**src/rtl/counter_sequencer.sv**
```systemverilog
// ----------------------------------------------------------------------------
// counter_sequencer
//
// Run/pause/clear controller for the 16-bit counter datapath. Debounces the
// active-low push button, classifies short and long presses, runs an
// IDLE/RUN/PAUSE state machine and produces a rate-selectable single-cycle
// count enable.
//
// Ports:
//   clk     in   1  board clock
//   rst     in   1  asynchronous active-low reset
//   btn1    in   1  raw push button, active-low, asynchronous to clk
//   switch  in   8  [7] direction (1 = down), [3:0] rate code R, [6:4] unused
//   tick    out  1  one-cycle count enable, period (R+1)*TICK_DIV in RUN
//   clr     out  1  one-cycle synchronous clear after a long press
//   dir     out  1  registered copy of switch[7]
//   state   out  2  00 IDLE, 01 RUN, 10 PAUSE
// ----------------------------------------------------------------------------
module counter_sequencer #(
    parameter int unsigned CLKFREQ         = 27_000_000,
    parameter int unsigned TICK_DIV        = CLKFREQ / 100,
    parameter int unsigned DEBOUNCE_CYCLES = CLKFREQ / 100,
    parameter int unsigned LONG_CYCLES     = CLKFREQ
) (
    input  logic       clk,
    input  logic       rst,
    input  logic       btn1,
    input  logic [7:0] switch,
    output logic       tick,
    output logic       clr,
    output logic       dir,
    output logic [1:0] state
);

    // ------------------------------------------------------------------------
    // Counter widths and terminal values
    // ------------------------------------------------------------------------
    localparam int unsigned BaseW = (TICK_DIV > 1) ? $clog2(TICK_DIV) : 1;
    localparam int unsigned DbcW  = (DEBOUNCE_CYCLES > 1) ? $clog2(DEBOUNCE_CYCLES) : 1;
    localparam int unsigned HoldW = $clog2(LONG_CYCLES + 1);

    localparam logic [BaseW-1:0] BaseLast = BaseW'(TICK_DIV - 1);
    localparam logic [DbcW-1:0]  DbcLast  = DbcW'(DEBOUNCE_CYCLES - 1);
    localparam logic [HoldW-1:0] HoldLast = HoldW'(LONG_CYCLES - 1);
    localparam logic [HoldW-1:0] HoldMax  = HoldW'(LONG_CYCLES);

    typedef enum logic [1:0] {
        StIdle  = 2'b00,
        StRun   = 2'b01,
        StPause = 2'b10
    } state_t;

    // ------------------------------------------------------------------------
    // Registers
    // ------------------------------------------------------------------------
    logic             r_s1;
    logic             r_s2;
    logic             r_db_level;
    logic [DbcW-1:0]  r_dbc;
    logic [HoldW-1:0] r_hold;
    logic             r_long;
    state_t           r_state;
    logic [BaseW-1:0] r_base;
    logic [3:0]       r_rc;
    logic             r_tick;
    logic             r_clr;
    logic             r_dir;

    // ------------------------------------------------------------------------
    // Next-state wires
    // ------------------------------------------------------------------------
    logic             w_db_level_d;
    logic [DbcW-1:0]  w_dbc_d;
    logic             w_db_update;
    logic             w_release;
    logic             w_long_evt;
    logic [HoldW-1:0] w_hold_d;
    logic             w_long_d;
    state_t           w_state_d;
    logic [BaseW-1:0] w_base_d;
    logic [3:0]       w_rc_d;
    logic             w_wrap;
    logic             w_tick_d;
    logic [3:0]       w_rate;
    logic             w_unused;

    assign w_rate   = switch[3:0];
    assign w_unused = ^switch[6:4];

    // ------------------------------------------------------------------------
    // Debouncer: a new level is accepted only after DEBOUNCE_CYCLES
    // consecutive samples that disagree with the current level.
    // ------------------------------------------------------------------------
    always_comb begin
        w_db_level_d = r_db_level;
        w_dbc_d      = r_dbc;
        w_db_update  = 1'b0;
        if (r_s2 == r_db_level) begin
            w_dbc_d = '0;
        end else if (r_dbc == DbcLast) begin
            w_db_level_d = r_s2;
            w_dbc_d      = '0;
            w_db_update  = 1'b1;
        end else begin
            w_dbc_d = r_dbc + 1'b1;
        end
    end

    // Release is the cycle in which the debounced level is about to rise.
    assign w_release = w_db_update & r_s2;

    // ------------------------------------------------------------------------
    // Hold counter and long-press flag
    // ------------------------------------------------------------------------
    assign w_long_evt = ~r_db_level && (r_hold == HoldLast);

    always_comb begin
        w_hold_d = r_hold;
        w_long_d = r_long;
        if (~r_db_level && (r_hold != HoldMax)) begin
            w_hold_d = r_hold + 1'b1;
        end
        if (w_long_evt) begin
            w_long_d = 1'b1;
        end
        // A release always ends the hold, even if it coincides with saturation.
        if (w_release) begin
            w_hold_d = '0;
            w_long_d = 1'b0;
        end
    end

    // ------------------------------------------------------------------------
    // Run/pause state machine
    // ------------------------------------------------------------------------
    always_comb begin
        w_state_d = r_state;
        if (w_long_evt) begin
            w_state_d = StIdle;
        end else if (w_release && !r_long) begin
            unique case (r_state)
                StIdle:  w_state_d = StRun;
                StRun:   w_state_d = StPause;
                StPause: w_state_d = StRun;
                default: w_state_d = StIdle;
            endcase
        end
    end

    always_ff @(posedge clk or negedge rst) begin
        if (!rst) begin
            r_state <= StIdle;
        end else begin
            r_state <= w_state_d;
        end
    end

    // ------------------------------------------------------------------------
    // Prescaler: base counter wraps every TICK_DIV cycles, rate counter wraps
    // every R+1 base pulses. Counters advance in RUN, hold in PAUSE and are
    // forced to zero whenever the machine is (or is about to be) IDLE.
    // ------------------------------------------------------------------------
    always_comb begin
        w_base_d = r_base;
        w_rc_d   = r_rc;
        w_wrap   = 1'b0;
        unique case (r_state)
            StRun: begin
                if (r_base == BaseLast) begin
                    w_base_d = '0;
                    if (r_rc == w_rate) begin
                        w_rc_d = '0;
                        w_wrap = 1'b1;
                    end else if (r_rc > w_rate) begin
                        // R was lowered below the current count: restart silently.
                        w_rc_d = '0;
                    end else begin
                        w_rc_d = r_rc + 4'd1;
                    end
                end else begin
                    w_base_d = r_base + 1'b1;
                end
            end
            StPause: begin
                w_base_d = r_base;
                w_rc_d   = r_rc;
            end
            default: begin
                w_base_d = '0;
                w_rc_d   = '0;
            end
        endcase
        if (w_state_d == StIdle) begin
            w_base_d = '0;
            w_rc_d   = '0;
        end
    end

    // A wrap in the cycle that leaves RUN is dropped so tick never lands
    // outside RUN.
    assign w_tick_d = w_wrap && (w_state_d == StRun);

    // ------------------------------------------------------------------------
    // Datapath registers
    // ------------------------------------------------------------------------
    always_ff @(posedge clk or negedge rst) begin
        if (!rst) begin
            r_s1       <= 1'b1;
            r_s2       <= 1'b1;
            r_db_level <= 1'b1;
            r_dbc      <= '0;
            r_hold     <= '0;
            r_long     <= 1'b0;
            r_base     <= '0;
            r_rc       <= '0;
            r_tick     <= 1'b0;
            r_clr      <= 1'b0;
            r_dir      <= 1'b0;
        end else begin
            r_s1       <= btn1;
            r_s2       <= r_s1;
            r_db_level <= w_db_level_d;
            r_dbc      <= w_dbc_d;
            r_hold     <= w_hold_d;
            r_long     <= w_long_d;
            r_base     <= w_base_d;
            r_rc       <= w_rc_d;
            r_tick     <= w_tick_d;
            r_clr      <= w_long_evt;
            r_dir      <= switch[7];
        end
    end

    // ------------------------------------------------------------------------
    // Outputs
    // ------------------------------------------------------------------------
    assign tick  = r_tick;
    assign clr   = r_clr;
    assign dir   = r_dir;
    assign state = r_state;

endmodule

```
**config.mk**
```make
export PLATFORM = sky130hd
export DESIGN_NAME = counter_sequencer
export DESIGN_NICKNAME = d
export VERILOG_FILES = /design/src/rtl/counter_sequencer.sv
export SDC_FILE = /design/constraint.sdc
export NUM_CORES = 1
export LEC_CHECK = 0
export BUFFER_PORTS_ARGS = -buffer_cell sky130_fd_sc_hd__buf_2
export CORE_UTILIZATION = 43
export CTS_CLUSTER_DIAMETER = 200
export CTS_CLUSTER_SIZE = 20
export DETAILED_ROUTE_END_ITERATION = 8
export PLACE_DENSITY = 0.7
export SYNTH_ARGS = -nofsm -noshare
export SYNTH_HDL_FRONTEND = slang
export SYNTH_SLANG_ARGS = --single-unit
```
**constraint.sdc**
```tcl
create_clock -name clk -period 2.2 [get_ports clk]
set_input_delay 0.22 -clock clk [delete_from_list [all_inputs] [get_ports clk]]
set_output_delay 0.22 -clock clk [all_outputs]
set_load 0.01 [all_outputs]
```
# Word-level counts from Yosys, hierarchy flattened
# Cells that the tools add are included.
# totals
elab_cells	65
ff_bits	76
out_inout_bits	5
inputBits	11
# op_classes
n_reduce_logical	12
n_lt_le_gt_ge	1
bitwise_logic	3
eq_ne	11
n_addsub	4
mux	22
# ops
operator	count
$mux W19	4
$mux W25	2
$add A19 B1 Y19 const B	2
$eq A19 B19 Y1 const B	2
$pmux W19 S2	1
$add A25 B1 Y25 const B	1
$eq A25 B25 Y1 const B	1
$ne A25 B25 Y1 const B	1
$mux W4	4
$pmux W4 S2	1
$mux W1	7
$add A4 B1 Y4 const B	1
$eq A2 B1 Y1 const B	2
$eq A4 B4 Y1	1
$gt A4 B4 Y1	1
$logic_and A1 B1 Y1	4
$logic_not A2 Y1	2
$mux W2	2
$pmux W2 S2	1
$reduce_and A2 Y1	2
$reduce_bool A2 Y1	2
$ne A3 B3 Y1 const B	1
$eq A2 B2 Y1 const B	1
$ne A2 B2 Y1 const B	1
other kinds (5)	6

# Longest topological paths before layout
# Gate-level depths: netlist (run 1).
# logic_depth
depth_word	10
ltp_mapped	8
depth_no_buf	7

# Worst setup path after synthesis (run 1)
# Ideal clock, no wire load.
# synth_timing
path_type	register -> register
startpoint	reg r_hold[9]
endpoint	reg r_base[17]
required_ns	2.120
synth_period_minus_slack_ns	2.279
t_arrival_ns	2.199
setup_time_ns	0.080
slack_ns	-0.079
n_path_buf	1
stages_incl_launch_ff	7
path_cell_list	dfrtp_1 > or4b_4 > nor4_4 > a21oi_2 > buf_2 > or4_1 > a21oi_1
# synth_between
elab_chain_cells	5
word_cells_on_any_way	6
classes_between	eq/ne (2); mux (2); reduce/logical (2)
# synth_lines
element	line_no	source
start: declaration	60	logic [HoldW-1:0] r_hold;
start signal: assignment	224	r_hold <= w_hold_d;
$eq A25 B25 Y1 (*)	115	assign w_long_evt = ~r_db_level && (r_hold == HoldLast);
$logic_and A1 B1 Y1 (*)	115	
$mux W2 (*)	138	if (w_long_evt) begin
$logic_not A2 Y1 (*)	193	if (w_state_d == StIdle) begin
$ne A2 B2 Y1 (no source line) / $mux W19 (equally long branches)	n/a	
end signal: assignment	226	r_base <= w_base_d;
end: declaration	63	logic [BaseW-1:0] r_base;
# Every way passes the cells marked *; elsewhere a longest branch is shown, timed or not.
# A chain may end at the register's enable or synchronous reset.

# Worst setup path in the final report (run 1)
# layout_timing
startpoint	reg r_hold[0]
endpoint	reg r_hold[2]
# layout_between
elab_chain_cells	3
word_cells_on_any_way	6
classes_between	add/sub (1); eq/ne (1); mux (2); reduce/logical (2)
# layout_lines
element	line_no	source
$add A25 B1 Y25 / $ne A25 B25 Y1 (equally long branches)	121, 120	
$mux W25 / $logic_and A1 B1 Y1 (equally long branches)	120	if (~r_db_level && (r_hold != HoldMax)) begin
$mux W25 / $reduce_bool A2 Y1 (equally long branches)	n/a	
# Parallel ways exist; a longest one is shown, timed or not. The select of a mux whose other input is x is not followed.

==> impl_metrics.toml, run 1 <==
[synth]
avgSynthCellArea_um2 = 9.429
syn_area_mm2 = 0.004083
synthDistinctLibCells = 56
async_flop_share = 1.000
synth_top_area_share = 0.4474
netlist_top_cells_count = "dfrtp_1 (73), nor2_1 (57), nand3_1 (40)"
synth_seq_cells = 76
synth-edff-count = 0
synth_most_common_cell = "dfrtp_1"
syn_inst = 433
yosys.area.top_type = "dfrtp_1"
yosysWarningCount = 0
synth_area_leaders = "dfrtp_1 (45%), xor2_1 (6.0%), nor2_1 (5.2%), nand3_1 (4.9%), nand2_1 (3.2%)"
ys.flop_type = "dfrtp_1"
syn-num-nets = 453
synth-seq-area-share = 0.4667

[placement]
place_congestion = 0.8368
dp_hpwl_um = 6341
buffer_ports.inserted = 12
place_area_mm2 = 0.004583

[sta]
fmax_mhz = 456.3
clock-skew-final_ns = 0.01385
min_period_over_period = 0.9962
rsz0062_at_grt = "yes"
period_needed_ns = 2.192
finalSetupViolCount = 0
hold_viol = 0
drv_slew = 0
worst_slew_pin_slew_ns = 0.5675
relSlewSlack = 0.6119
fin_tns_setup_ns = 0

[critical_path]
rrSetupSlack_ns = 0.008
critPathKind = "flip-flop to flip-flop"
max_stage_delay_ns = 0.62
cp-start-kind = "flip-flop"
crit_start = "r_hold[0]"
worstPathArrival_ns = 2.48
r2r_end = "r_hold[2]"
end_kind = "flip-flop"
crit_family = "simple AND/OR/NAND/NOR gates"
critPathMaxFanout = 4
cp-endpoint = "r_hold[2]"
critPathBufInv = 1
path_cells = "inv_1 -> ha_1 -> or4b_2 -> nor4_4 -> a31oi_4 -> a211oi_2 -> a31o_2"
cp.depth = 7
critPathSlowestCell = "or4b_2"
rr_startpoint = "r_hold[0]"
crit_required_ns = 2.49
worstRegToRegCells = 7

[routing]
drt_iter0_drc = 252
vias_per_cell = 5.514
antenna_left = 0
drcViolationCount = 0
routed_wl_um = 9412
drt_pass1_iterations = 4
wl_per_cell_um = 14.99
vias = 3463

[grt]
grt-busiest-layer = "met2"
antenna_found_initial = 0
gr-usage-met2 = 0.3237
grt_pass1_vias = 3364
gr-usage-met3 = 0.03725
grt_max_degree = 42
grt.met1_usage = 0.2657
grt_overflow = 0
gr-usage-all-layers = 0.1987
grt_first_pass_wirelength_um = 15610

[cts]
cts_tree = "done"
cts-root-buf = "clkbuf_8"
cts.path.max_buffers = 2
cts_sinks = 76
cts_buffers = 9
htree_levels = 3
clk-insertion-delay-late_ns = 0.34
clk_pin_slew_ns = 0.08

[outcome]
outcome = "completed"

[power]
power.density_mw_per_mm2 = 480.2
irDropWorstVdd_uv = 276.1
p_leak_nw = 2.099

[floorplan]
ios = 16
die_w_um = 99.44
die-area_mm2 = 0.009888
std_cell_rows = 35
start_util = 0.4418
die_h_um = 99.44
coreArea_mm2 = 0.009240

[worst_hold_path]
hold_class = "flip-flop to flip-flop"

[cells_and_area]
fin_area_mm2 = 0.005010
layout-drive-gt1-share = 0.2505
diodes = 0
nets = 514
final_core_util = 0.5422
syn_to_final_growth_pct = 22.71

[run]
maxCapViolations = 0
final cells by class:
| cell class | count | area (um^2) |
|---|---|---|
| repair buffers | 62 | 457.9 |
| multi-input cells | 328 | 2253 |
| inverters | 17 | 63.81 |
| clock buffers | 10 | 127.6 |
| well taps | 129 | 161.4 |
| fillers | 805 | 4230 |
| clock inverters | 6 | 40.04 |
| flip-flops and latches | 76 | 1906 |
where the power goes:
group / total, W / leakage (nW) / switching [W] / internal [W]
logic: 0.0000693 / 0.981 / 0.0000447 / 0.0000245
clock network: 0.000926 / 0.0864 / 0.000516 / 0.000410
registers: 0.00141 / 1.03 / 0.00000592 / 0.00140
total: 0.00241 / 2.10 / 0.000567 / 0.00184
worst reg2reg max path: stages, from the launching register on:
cell	delay, ns
dfrtp_1	0.42
inv_1	0.10
ha_1	0.15
or4b_2	0.62
nor4_4	0.29
a31oi_4	0.16
a211oi_2	0.27
a31o_2	0.13
flip-flops by register name, indices dropped and copies added (netlist names):
| register | count |
|---|---|
| r_dbc | 19 |
| r_s2 | 1 |
| r_rc | 4 |
| clr | 1 |
| r_base | 19 |
| state | 2 |
| tick | 1 |
| r_hold | 25 |
| r_s1 | 1 |
| r_db_level | 1 |
| dir | 1 |
| r_long | 1 |
through the flow:
stage	setup slack, ns	total power (W)	hold slack (ns)	instances
3_3_place_gp	0.01211	0.001502	0.2207	602
6_report	0.008279	0.002405	0.3597	628
2_1_floorplan	0.05000	0.001456	-0.07559	433
4_1_cts	0.01294	0.002436	0.3611	623
3_5_place_dp	-0.03756	0.001504	0.2206	602
5_1_grt	-0.1004	0.002503	0.3631	628
how the worst min path moves through the flow:
stage          start       end  slack [ns]  depth (start not counted)
6_report        r_s1      r_s2        0.36                          0
5_1_grt         r_s1      r_s2        0.36                          0
4_1_cts         r_s1      r_s2        0.36                          0
3_5_place_dp     rst  r_dbc[5]        0.22                          1
3_3_place_gp     rst  r_dbc[4]        0.22                          1
2_1_floorplan    rst       clr       -0.08                          0
layer usage:
layer	wire length (um)	vias to the layer above
li1	-	1673
met1	4270	1701
met2	4620	76
met3	400	13
met4	121	0
met5	0	-
cell usage in the layout (no fill, tap or decap), drive strengths merged, types with 4 or more instances in the layout:
cell type	Yosys	final
a21oi	15	16
and2	4	4
and3	6	6
buf	3	59
clkbuf	10	10
clkinv	0	4
dfrtp	73	73
ha	9	9
inv	17	18
mux2i	7	7
nand2	35	35
nand2b	4	4
nand3	40	40
nand3b	5	5
nand4	14	14
nor2	57	57
nor3	5	5
nor4	14	14
o21ai	10	10
o31ai	7	7
or3	7	7
or4	9	9
or4b	5	5
xnor2	11	11
xor2	28	28
logic make-up after synthesis:
family,share of synthesized area
AO/OA/AOI/OAI,0.07999
adder cells (fa/ha/maj),0.02758
buffers and inverters,0.02789
XOR/XNOR,0.08367
AND/OR/NAND/NOR,0.2942
flip-flops,0.4667
multiplexers,0.01992
repair_timing:
action | in CTS | in global routing
hold buffers | 3 | 0
setup buffers | 2 | 4
pin swaps | 1 | 14
resized for setup | 5 | 34
hold endpoints to repair | 37 | 0
cloned | 0 | 1
endpoints found under the setup margin | 10 | 40
Power figures use the tool's default switching activity.
==> run 2: changes to the inputs <==
--- a/config.mk
+++ b/config.mk
@@ -11,6 +11,7 @@
 export CTS_CLUSTER_SIZE = 20
 export DETAILED_ROUTE_END_ITERATION = 8
 export PLACE_DENSITY = 0.7
+export RECOVER_POWER = 50
 export SYNTH_ARGS = -nofsm -noshare
 export SYNTH_HDL_FRONTEND = slang
 export SYNTH_SLANG_ARGS = --single-unit
==> constraint.sdc (replaced) <==
create_clock -name clk -period 2.2 [get_ports clk]
set_input_delay 0.44 -clock clk [delete_from_list [all_inputs] [get_ports clk]]
set_output_delay 0.44 -clock clk [all_outputs]
set_load 0.01 [all_outputs]
==> run 2 against run 1 <==
Final area is 0.37% lower; flip-flop and latch count unchanged; sequential share of layout area is 0.17 points higher; non-clock buffer count unchanged; clock-buffer cell count is the same; utilization is 0.20 points lower; via count shrank 0.20%; sequential power about the same; power is 7.4% higher; cell count unchanged; critical endpoint is now r_rc[2]; highest routed layer unchanged.
==> impl_metrics.toml, run 2 (synthesis results as in run 1) <==
[routing]
wl_per_cell_um = 15.03
vias_per_cell = 5.503
drt_iter0_drc = 203
vias = 3456
antenna_left = 0
drcViolationCount = 0
routed_wl_um = 9441
drt_pass1_iterations = 4

[critical_path]
end_kind = "flip-flop"
critPathMaxFanout = 4
cp-start-kind = "flip-flop"
worstPathArrival_ns = 2.41
crit_required_ns = 2.43
critPathKind = "flip-flop to flip-flop"

[placement]
dp_worst_setup_slack_ns = -0.1444
dpl.cell_count = 605
place_congestion = 0.8037
buffer_ports.inserted = 12
dp_hpwl_um = 6551

[sta]
drv_slew = 0
period_needed_ns = 2.182
rsz0062_at_grt = "yes"
min_period_over_period = 0.9919
hold_viol = 0
finalSetupViolCount = 0
relSlewSlack = 0.3971
fin_ws_ns = 0.01786
fmax_mhz = 458.3
worst_slew_pin_slew_ns = 0.9043
clock-skew-final_ns = 0.007733

[floorplan]
coreArea_mm2 = 0.009240
die-area_mm2 = 0.009888
std_cell_rows = 35
die_w_um = 99.44
start_util = 0.4418
die_h_um = 99.44
ios = 16

[cells_and_area]
instances_no_fill = 628
syn_to_final_growth_pct = 22.25
layout_commonest_cell = "dfrtp_1"
diodes = 0
nets = 514
layout-drive-gt1-share = 0.2265
reg.largest.list = "r_hold x25, r_base x19, r_dbc x19"
layout_common_cells = "dfrtp_1 (72), nor2_1 (57), buf_4 (47)"
largest_register_ffs = 25
top_register = "r_hold"
final_core_util = 0.5401

[cts]
cts_sinks = 76
clk_pin_slew_ns = 0.08
htree_levels = 3
clk-insertion-delay-late_ns = 0.35
cts_tree = "done"
cts-root-buf = "clkbuf_8"
holdBufCountCts = 0
cts_buffers = 9
cts.path.max_buffers = 2

[power]
power_frac_clock = 0.430
p_sw_w = 0.0005993
total_power_w = 0.002584
internal_power_w = 0.001984
irDropWorstVdd_uv = 256.5
seqPwrFrac = 0.546
combPwrFrac = 0.024
swShare = 0.2320
power.density_mw_per_mm2 = 517.7
p_leak_nw = 2.117

[run]
maxCapViolations = 0

[grt]
grt_first_pass_wirelength_um = 15700
gr-usage-all-layers = 0.1997
grt_overflow = 0
grt_pass1_vias = 3493
antenna_found_initial = 0
grt_max_degree = 38

[outcome]
outcome = "completed"

[worst_hold_path]
hold_class = "input pin to flip-flop"
## run 2: cell types whose count changed in the layout (fill, tap and decap cells not counted), moves of 3 or more
| cell | delta |
|---|---|
| a21oi_2 | -6 |
| a21oi_1 | +5 |
| nor4_2 | -4 |
| clkinv_2 | -3 |
| dlygate4sd3_1 | -3 |
| nor4_1 | +3 |
| or4_1 | +3 |
| or4_4 | -3 |
## run 2: final cells by class
type,instances,area (um^2)
well taps,129,161.4
clock inverters,6,71.32
flip-flops and latches,76,1907
inverters,17,63.81
repair buffers,62,441.7
multi-input cells,328,2208
fillers,811,4249
clock buffers,10,137.6
## run 2: power groups by stage
stage                     sequential (W)  combinational [W]  clock (W)
after detailed placement         0.00144          0.0000681          0
after CTS                        0.00141          0.0000682    0.00114
after global placement           0.00144          0.0000654          0
final                            0.00141          0.0000616    0.00111
after floorplan                  0.00144          0.0000181          0
after global routing             0.00141          0.0000724    0.00118
## run 2: worst max-delay path, cell delays in order, from the launching register on
cell     delay, ns
dfrtp_1       0.38
or4b_4        0.57
nor4_4        0.21
buf_4         0.18
buf_4         0.12
nand2_1       0.09
buf_4         0.17
a32oi_2       0.21
o32ai_2       0.12
## run 2: per-layer routing
| layer | track usage | vias up | routed length, um |
|---|---|---|---|
| li1 | - | 1672 | - |
| met1 | 0.2579 | 1694 | 4310 |
| met2 | 0.3381 | 70 | 4652 |
| met3 | 0.02600 | 20 | 274 |
| met4 | 0.08597 | 0 | 204 |
| met5 | 0 | - | 0 |
## run 2: stage by stage
stage,hold slack [ns],instance area [um^2],TNS (ns)
floorplan,0.1444,4089,0
global placement,0.3485,4606,-0.01033
global route,0.1625,4991,-0.1090
detailed placement,0.3533,4606,-1.484
finish,0.1755,4991,0
CTS,0.05046,4832,0
## run 2: timing repair
item                                    in CTS  in global routing
resized for setup                            3                 21
endpoints found under the setup margin      17                 21
pin swaps                                    1                  8
gates cloned                                 0                  1
buffers inserted                             0                  6
## run 2: final timing paths
path / endpoint / from / depth (start not counted) / slack, ns
max: r_rc[2] / r_hold[9] / 8 / 0.02
min: r_s1 / btn1 / 1 / 0.18
max reg2reg: r_rc[2] / r_hold[9] / 8 / 0.02
min reg2reg: r_s2 / r_s1 / 0 / 0.36
max in group asynchronous: r_rc[0] / rst / 2 / 0.74
min in group asynchronous: r_dbc[18] / rst / 1 / 0.20
==> run 3: changes to the inputs <==
--- a/config.mk
+++ b/config.mk
@@ -6,12 +6,13 @@
 export NUM_CORES = 1
 export LEC_CHECK = 0
 export BUFFER_PORTS_ARGS = -buffer_cell sky130_fd_sc_hd__buf_2
-export CORE_UTILIZATION = 43
+export CORE_UTILIZATION = 56
 export CTS_CLUSTER_DIAMETER = 200
 export CTS_CLUSTER_SIZE = 20
 export DETAILED_ROUTE_END_ITERATION = 8
-export PLACE_DENSITY = 0.7
+export PLACE_DENSITY = 0.85
 export RECOVER_POWER = 50
+export SETUP_SLACK_MARGIN = 0.1
 export SYNTH_ARGS = -nofsm -noshare
 export SYNTH_HDL_FRONTEND = slang
 export SYNTH_SLANG_ARGS = --single-unit
==> run 3 against run 2 <==
Sequential share of layout area is 0.061 points higher; clock skew is 0.0016 ns higher; via count is 3.4% higher; cell count is 6.4% lower; die area is 23% lower; critical path depth is 1 lower; global-route usage is 7.8 points higher; clock-buffer cell count is 1 higher; routed wire length is 6.4% higher; hold slack better by 0.010 ns; highest routed layer unchanged.
==> impl_metrics.toml, run 3 (synthesis results as in run 1) <==
[cells_and_area]
regArea_mm2 = 0.001906
largest_register_ffs = 25
layout_commonest_cell = "dfrtp_1"
layout-drive-gt1-share = 0.2378
fin_area_mm2 = 0.004980
layout_common_cells = "dfrtp_1 (73), nor2_1 (56), nand3_1 (40)"
top_register = "r_hold"
reg.largest.list = "r_hold x25, r_base x19, r_dbc x19"
syn_to_final_growth_pct = 21.97
nets = 507
diodes = 0
multi_input_area_mm2 = 0.002295
fillers = 485

[placement]
place_congestion = 0.9071
dp_hpwl_um = 6398
place_area_mm2 = 0.004492
dp_worst_setup_slack_ns = -0.07886
buffer_ports.inserted = 12

[grt]
grt_pass1_vias = 3602
grt_max_degree = 39
grt.met1_usage = 0.3309
grt_first_pass_wirelength_um = 16190
antenna_found_initial = 0
gr-usage-all-layers = 0.2781
gr-usage-met2 = 0.4759
gr-usage-met3 = 0.06445
grt-busiest-layer = "met2"
grt_overflow = 0

[critical_path]
end_kind = "flip-flop"
rrSetupSlack_ns = 0.03
crit_required_ns = 2.48
cp-start-kind = "flip-flop"
rr_startpoint = "r_rc[0]"
r2r_end = "r_rc[3]"
critPathMaxFanout = 2
critPathKind = "flip-flop to flip-flop"
worstRegToRegCells = 7
worstPathArrival_ns = 2.45

[sta]
fmax_mhz = 460.1
fin_tns_setup_ns = 0
finalSetupViolCount = 0
relSlewSlack = 0.1220
hold_viol = 0
min_period_over_period = 0.9879
rsz0062_at_grt = "yes"
fin_ws_ns = 0.02658
clock-skew-final_ns = 0.009299
period_needed_ns = 2.173
whs_ns = 0.1859
drv_slew = 0
worst_slew_pin_slew_ns = 1.317

[cts]
cts.path.max_buffers = 2
htree_levels = 3
cts_tree = "done"
cts_sinks = 76
clk_pin_slew_ns = 0.08
cts_buffers = 9
cts-root-buf = "clkbuf_8"
clk-insertion-delay-late_ns = 0.35

[power]
p_leak_nw = 2.082
irDropWorstVdd_uv = 430.2
power.density_mw_per_mm2 = 497.9

[routing]
drcViolationCount = 0
vias = 3575
vias_per_cell = 6.080
drt_pass1_iterations = 5
antenna_left = 0
drt_iter0_drc = 253
wl_per_cell_um = 17.09
routed_wl_um = 10050

[worst_hold_path]
hold_start = "btn1"
holdPathEnd = "r_s1"
hold_class = "input pin to flip-flop"
hold_path_depth = 1

[floorplan]
die_w_um = 87.39
std_cell_rows = 30
ios = 16
coreArea_mm2 = 0.006907
die_h_um = 87.39
die-area_mm2 = 0.007636
start_util = 0.5911

[outcome]
outcome = "completed"

[run]
maxCapViolations = 0
## run 3: report_power, final
part | total, W | switching [W] | internal (W)
logic | 0.0000677 | 0.0000447 | 0.0000230
registers | 0.00141 | 0.00000609 | 0.00140
clock network | 0.00100 | 0.000530 | 0.000471
total | 0.00248 | 0.000581 | 0.00190
## run 3: area by class of cell
cell class,count,area share
clock buffer,11,0.03040
sequential,76,0.3827
tap,96,0.02412
inverter,17,0.01281
timing repair buffer,54,0.08191
clock inverter,5,0.007286
multi-input combinational,329,0.4608
## run 3: worst max path at each step
| stage | from | endpoint | slack [ns] | depth (start not counted) |
|---|---|---|---|---|
| after floorplan | r_hold[9] | r_base[17] | 0.11 | 6 |
| after global placement | r_hold[0] | r_base[9] | 0.02 | 6 |
| after detailed placement | r_hold[0] | r_base[17] | -0.08 | 6 |
| after CTS | r_hold[8] | r_base[15] | 0.07 | 6 |
| after global routing | r_rc[0] | r_rc[3] | -0.05 | 7 |
| final | r_rc[0] | r_rc[3] | 0.03 | 7 |
## run 3: layer usage
metal,part of all wire,vias to the layer above
li1,-,1671
met1,0.41,1759
met2,0.51,118
met3,0.055,27
met4,0.025,0
met5,0,-
## run 3: what timing repair did
item	in CTS	in global routing
gates cloned	2	0
pin swaps	12	14
resized for setup	16	29
endpoints found under the hold margin	20	0
hold buffers	1	0
setup buffers	6	3
setup endpoints to repair	23	30
## run 3: worst max-delay path, stage by stage, from the launching register on
cell and delay [ns]:
dfrtp_1 0.38, inv_1 0.05, ha_1 0.28, nand2b_1 0.17, a2111oi_1 0.44, or3_1 0.19
or4b_1 0.44, mux2i_1 0.14
## run 3: stage by stage
stage	std cells	power, W	utilization
after floorplan	433	0.001456	-
after global placement	560	0.001503	0.6504
after detailed placement	560	0.001506	0.6504
after CTS	585	0.002488	0.6987
after global routing	588	0.002558	0.7210
final	588	0.002479	0.7210
